`config.mk`:
```
export PLATFORM = sky130hd
export DESIGN_NAME = param_alu_mdu
export DESIGN_NICKNAME = d
export VERILOG_FILES = /design/src/rtl/param_alu_mdu.sv
export SDC_FILE = /design/constraint.sdc
export NUM_CORES = 1
export LEC_CHECK = 0
export CAP_MARGIN = 0
export CORE_MARGIN = 2
export CORE_UTILIZATION = 60
export CTS_BUF_LIST = sky130_fd_sc_hd__clkbuf_8 sky130_fd_sc_hd__clkbuf_16
export DETAILED_ROUTE_END_ITERATION = 7
export PLACE_DENSITY = 0.87
export SETUP_SLACK_MARGIN = 0.2
export SKIP_CTS_REPAIR_TIMING = 1
export SYNTH_ARGS = -nofsm -noshare
export SYNTH_HDL_FRONTEND = slang
export SYNTH_SLANG_ARGS = --single-unit
```
`constraint.sdc`:
```
create_clock -name Clock -period 8.35 [get_ports Clock]
set_input_delay 1.2525 -clock Clock [delete_from_list [all_inputs] [get_ports Clock]]
set_output_delay 1.2525 -clock Clock [all_outputs]
set_load 0.02 [all_outputs]
```
`src/rtl/param_alu_mdu.sv`:
```
// Registered WIDTH-bit ALU with {Z,C,N,O} flags and a Start/Busy/Done handshake.
// Define ALU_MDU_EN to add the iterative unsigned MUL/MULH/DIV/REM unit (FunSel 0x10-0x13).
module param_alu_mdu #(
  parameter int unsigned WIDTH = 32
) (
  input  logic             Clock,
  input  logic             Reset,
  input  logic             Start,
  input  logic [4:0]       FunSel,
  input  logic             WF,
  input  logic [WIDTH-1:0] A,
  input  logic [WIDTH-1:0] B,
  output logic [WIDTH-1:0] ALUOut,
  output logic [3:0]       FlagsOut,
  output logic             Busy,
  output logic             Done
);

  localparam int unsigned MSB = WIDTH - 1;

  logic [WIDTH-1:0] sc_res;
  logic [WIDTH-1:0] b_in;
  logic [WIDTH:0]   sum;
  logic             cin;
  logic             c_v;
  logic             o_v;
  logic             known;
  logic [3:0]       sc_flags;
`ifdef ALU_MDU_EN
  logic             sc_multi;
`endif

  // Single-cycle datapath; FlagsOut is {Z, C, N, O}.
  always_comb begin
    b_in   = (FunSel == 5'h06) ? ~B : B;
    cin    = (FunSel == 5'h06) | ((FunSel == 5'h05) & FlagsOut[2]);
    sum    = {1'b0, A} + {1'b0, b_in} + {{WIDTH{1'b0}}, cin};
    sc_res = A;
    c_v    = FlagsOut[2];
    o_v    = FlagsOut[0];
    known  = 1'b1;
`ifdef ALU_MDU_EN
    sc_multi = 1'b0;
`endif
    case (FunSel)
      5'h00: sc_res = A;
      5'h01: sc_res = B;
      5'h02: sc_res = ~A;
      5'h03: sc_res = ~B;
      5'h04, 5'h05: begin
        sc_res = sum[WIDTH-1:0];
        c_v    = sum[WIDTH];
        o_v    = (A[MSB] == B[MSB]) && (sum[MSB] != A[MSB]);
      end
      5'h06: begin
        sc_res = sum[WIDTH-1:0];
        c_v    = sum[WIDTH];
        o_v    = (A[MSB] != B[MSB]) && (sum[MSB] == B[MSB]);
      end
      5'h07: sc_res = A & B;
      5'h08: sc_res = A | B;
      5'h09: sc_res = A ^ B;
      5'h0A: sc_res = ~(A & B);
      5'h0B: begin sc_res = {A[WIDTH-2:0], 1'b0};        c_v = A[MSB]; end
      5'h0C: begin sc_res = {1'b0, A[WIDTH-1:1]};        c_v = A[0];   end
      5'h0D: begin sc_res = {A[MSB], A[WIDTH-1:1]};      c_v = A[0];   end
      5'h0E: begin sc_res = {A[WIDTH-2:0], FlagsOut[2]}; c_v = A[MSB]; end
      5'h0F: begin sc_res = {FlagsOut[2], A[WIDTH-1:1]}; c_v = A[0];   end
`ifdef ALU_MDU_EN
      5'h10, 5'h11: sc_multi = 1'b1;
      // Divide-by-zero finishes here: DIV gives all-ones, REM gives A.
      5'h12: if (B == '0) begin sc_res = '1; o_v = 1'b1; end else sc_multi = 1'b1;
      5'h13: if (B == '0) o_v = 1'b1; else sc_multi = 1'b1;
`endif
      default: known = 1'b0;
    endcase
    sc_flags = (WF && known) ? {sc_res == '0, c_v, sc_res[MSB], o_v} : FlagsOut;
  end

`ifdef ALU_MDU_EN
  localparam int unsigned CW = $clog2(WIDTH + 1);

  typedef enum logic [1:0] {IDLE, RUN, FIN} state_t;

  state_t           state;
  logic [CW-1:0]    cnt;
  logic [1:0]       op;
  logic             wf_q;
  logic [WIDTH-1:0] hi;
  logic [WIDTH-1:0] lo;
  logic [WIDTH-1:0] mcand;
  logic [WIDTH-1:0] step_hi;
  logic [WIDTH-1:0] step_lo;
  logic [WIDTH:0]   sum_m;
  logic [WIDTH:0]   sh;
  logic [WIDTH:0]   diff;
  logic [WIDTH-1:0] mdu_res;
  logic [3:0]       mdu_flags;

  // MUL: {hi,lo} shift-add with multiplier in lo. DIV: restoring, remainder in hi, quotient in lo.
  // diff[WIDTH] is the borrow, so it is clear exactly when the shifted remainder >= divisor.
  always_comb begin
    sum_m = {1'b0, hi} + (lo[0] ? {1'b0, mcand} : '0);
    sh    = {hi, lo[MSB]};
    diff  = sh - {1'b0, mcand};
    if (op[1]) begin
      if (!diff[WIDTH]) begin
        step_hi = diff[WIDTH-1:0];
        step_lo = {lo[WIDTH-2:0], 1'b1};
      end else begin
        step_hi = sh[WIDTH-1:0];
        step_lo = {lo[WIDTH-2:0], 1'b0};
      end
    end else begin
      {step_hi, step_lo} = {sum_m, lo[WIDTH-1:1]};
    end
    mdu_res   = op[0] ? step_hi : step_lo;
    mdu_flags = {mdu_res == '0, op[1] ? FlagsOut[2] : (step_hi != '0),
                 mdu_res[MSB], op[1] ? 1'b0 : FlagsOut[0]};
  end

  // The last RUN step registers the result on its way into FIN, so FIN is the Done cycle
  // and behaves like IDLE for a back-to-back Start.
  always_ff @(posedge Clock) begin
    if (!Reset) begin
      state    <= IDLE;
      cnt      <= '0;
      op       <= '0;
      wf_q     <= 1'b0;
      hi       <= '0;
      lo       <= '0;
      mcand    <= '0;
      ALUOut   <= '0;
      FlagsOut <= '0;
      Busy     <= 1'b0;
      Done     <= 1'b0;
    end else begin
      Done <= 1'b0;
      case (state)
        IDLE, FIN: begin
          state <= IDLE;
          if (Start) begin
            if (sc_multi) begin
              op    <= FunSel[1:0];
              wf_q  <= WF;
              hi    <= '0;
              lo    <= FunSel[1] ? A : B;
              mcand <= FunSel[1] ? B : A;
              cnt   <= CW'(WIDTH);
              Busy  <= 1'b1;
              state <= RUN;
            end else begin
              ALUOut   <= sc_res;
              FlagsOut <= sc_flags;
              Done     <= 1'b1;
            end
          end
        end
        RUN: begin
          hi  <= step_hi;
          lo  <= step_lo;
          cnt <= cnt - CW'(1);
          if (cnt == CW'(1)) begin
            ALUOut <= mdu_res;
            if (wf_q) FlagsOut <= mdu_flags;
            Busy  <= 1'b0;
            Done  <= 1'b1;
            state <= FIN;
          end
        end
        default: state <= IDLE;
      endcase
    end
  end
`else
  assign Busy = 1'b0;

  always_ff @(posedge Clock) begin
    if (!Reset) begin
      ALUOut   <= '0;
      FlagsOut <= '0;
      Done     <= 1'b0;
    end else begin
      Done <= Start;
      if (Start) begin
        ALUOut   <= sc_res;
        FlagsOut <= sc_flags;
      end
    end
  end
`endif

endmodule
```
==> impl_metrics.yaml <==
clock_network:
  clk_latency_ps: 280
  clk_pin_slew_worst_paths_ps: 60
  cts_tree: "built"
  cts_max_level: 2
  ctsLongestPathBuffers: 2
  cts_buffers: 5
  cts-root-buf: "clkbuf_16"
  cts_sinks: 37
power:
  power_density_nw_per_um2: 102
  p_leak_nw: 3.66
  ir_drop_v: 0.0000847
floorplan:
  row_count: 41
  ioPinCount: 111
  die_h_um: 116
  dieArea_sq_um: 13500
  fp.coreArea_sq_um: 12500
  initial_core_util_pct: 60.8
  fp.dieW_um: 116
grt:
  grt_pass1_wl_um: 45900
  grt_pass1_vias: 8413
  track_usage_pct: 44.0
  grt-ovfl-total: 0
  antenna_found_initial: 0
  grt_max_degree: 49
setup_path:
  crit_chain: "clkdlybuf4s50_1 > buf_4 > or3b_2 > nor2_4 > buf_4 > xnor2_1 > ha_1 > nand2_1 > nor4_4 > nor4_4 > a2111oi_1 > nor4_1 > nor4_1 > a22oi_1 > a211oi_1 > nand4_1 > nand2_1"
  max_stage_delay_ps: 740
  crit_path_end_kind: "register"
  crit_fanout: 32
  critPathTopFamily: "simple AND/OR/NAND/NOR gates"
  crit_buf_inv: 3
  path_class: "primary input to register"
  cp.required_ps: 8580
  crit_path_start_kind: "primary input"
  crit_slowest_cell: "a2111oi_1"
  crit_arrival_ps: 6560
final_layout:
  antenna_cells: 0
  final_layout_size_suffix_gt1_share_pct: 4.78
  fin_nets: 1299
  area_growth_pct: 16.5
routing:
  drc: 10
  drtPass1Iterations: 8
  vias: 9241
  viasPerCell: 7.10
  ant_nets: 0
  wl_met1_um: 11200
  top_layer: "met4"
  wl_per_cell_um: 23.7
  drt_wl_total_um: 30800
  met2_length_um: 12800
  drt_iter0_drc: 1265
  dr_wl_met3_um: 4530
timing:
  worst_pin_slew_ps: 1240
  relSlewSlack_pct: 17.0
  rsz0062_at_grt: "no"
  clock.fmax_mhz: 158
  setup-tns-final_ps: 0
  finClkSkew_ps: 6.93
  fin_crit_ps: 6340
  fin_crit_sh_pct: 75.9
  hold_viol_final: 0
  slew_viol_final: 0
  setup_ws_ps: 2010
  finalSetupViolations: 0
placed_design:
  gp_congestion: 1.09
  place_ws_ps: 1900
  io_buffers: 109
  dp.final_hpwl_um: 22200
run_status:
  violations: "design-rule violations"
  outcome: "finished with violations"
worst_hold_path:
  hp-class: "register to register"
synth:
  ys_types: 81
  synth_async_sr_flop_share_pct: 0
  syn_area_sq_um: 7580
  synth_top_cell_by_area: "ha_1"
  yosys_warnings: 0
  avgSynthCellArea_sq_um: 7.11
  synth_edf_count: 0
  synth_seq_cells: 37
  yosysMostFrequentCell: "ha_1"
  yosysSeqAreaShare_pct: 9.77
  synth_top_area_share_pct: 15.7
  synth_ff_type: "dfxtp_1"
  synthTopCellsByCount: "ha_1 (95), nand2_1 (94), nor2_1 (87)"
  synthTopCellsByArea: "ha_1 (16%), dfxtp_1 (9.8%), a21oi_1 (5.0%), nand2_1 (4.7%), xnor2_1 (4.5%)"
  synth_cells: 1066
  syn_nets: 1236
flow_run:
  cap_viol_max_count: 0
==> metrics by stage <==
step	total power [mW]	instance area (sq um)	utilization [%]	hold slack, ps	cells
after CTS	0.878	8830	70.8	458	1301
after floorplan	0.515	7580	-	529	1066
after detailed placement	0.691	8690	69.7	451	1294
final	0.900	8830	70.8	461	1301
after global placement	0.685	8690	69.7	439	1294
after global routing	0.939	8830	70.8	473	1301
==> layer usage <==
metal  global-route usage [%]  up-vias
li1                         -     4113
met3                     12.0      196
met2                     65.7      781
met1                     56.0     4151
met4                     27.8        0
met5                        0        -
==> logic make-up after synthesis <==
| group | share of synthesized area (%) |
|---|---|
| AOI/OAI and AO/OA | 33.7 |
| and+or+nand+nor | 21.8 |
| xor gates and xnor gates | 6.11 |
| DFF | 9.77 |
| other | 0.0495 |
| adders and majority gates | 16.2 |
| muxes | 3.33 |
| buffers and inverters | 9.05 |
==> worst min-delay path, stage by stage (launching register included) <==
cell and delay [ps]:
dfxtp_1 310, nand2_1 50, a21oi_1 50
==> area by class of cell <==
cell class	instances	area, sq um
Fill cell	1066	3630
Sequential cell	37	741
Inverter	85	319
Multi-Input combinational cell	870	6170
Timing Repair Buffer	130	1240
Clock buffer	6	139
Clock inverter	1	3.75
Tap cell	172	215
==> cells in the final DEF (no fill, tap or decap), types with 6 or more instances in the layout <==
cell / instances
o32a_1: 6
nand2_1: 94
nor3_1: 22
nand2b_1: 8
a31oi_1: 10
nor4_1: 7
nand4_1: 14
o22ai_1: 15
o31ai_1: 8
o21ai_0: 58
a221oi_1: 12
a211oi_1: 25
a21o_1: 14
buf_4: 21
ha_1: 95
or3_1: 6
and3_1: 11
o211ai_1: 17
nand3_1: 35
nor2b_1: 11
a2111oi_0: 8
dfxtp_1: 37
a21oi_1: 74
a22oi_1: 10
a221o_1: 9
nor2_1: 86
xnor2_1: 39
clkdlybuf4s50_1: 108
o2111ai_1: 21
xor2_1: 12
o221ai_1: 6
inv_1: 86
nor3b_1: 6
and2_1: 7
mux2i_1: 23
a32oi_1: 8
==> registers in the layout (all words and copies together), names as in the netlist <==
register,count
ALUOut,32
FlagsOut,4
Done,1
==> worst paths after layout <==
check,endpoint,slack (ps),from,cells after the start
setup / recovery,FlagsOut[3]$_SDFFE_PN0P_,2010,FunSel[2],17
hold / removal,ALUOut[7]$_SDFFE_PN0P_,460,ALUOut[7]$_SDFFE_PN0P_,2
setup reg to reg,FlagsOut[3]$_SDFFE_PN0P_,4480,FlagsOut[2]$_SDFFE_PN0P_,15
hold reg to reg,ALUOut[7]$_SDFFE_PN0P_,460,ALUOut[7]$_SDFFE_PN0P_,2
==> power by group <==
group / total [mW] / switching [mW] / internal (mW) / leakage [nW]
sequential: 0.198 / 0.00822 / 0.190 / 0.305
clock: 0.187 / 0.0712 / 0.116 / 0.0741
combinational: 0.515 / 0.318 / 0.197 / 3.28
Power figures use the tool's default switching activity.
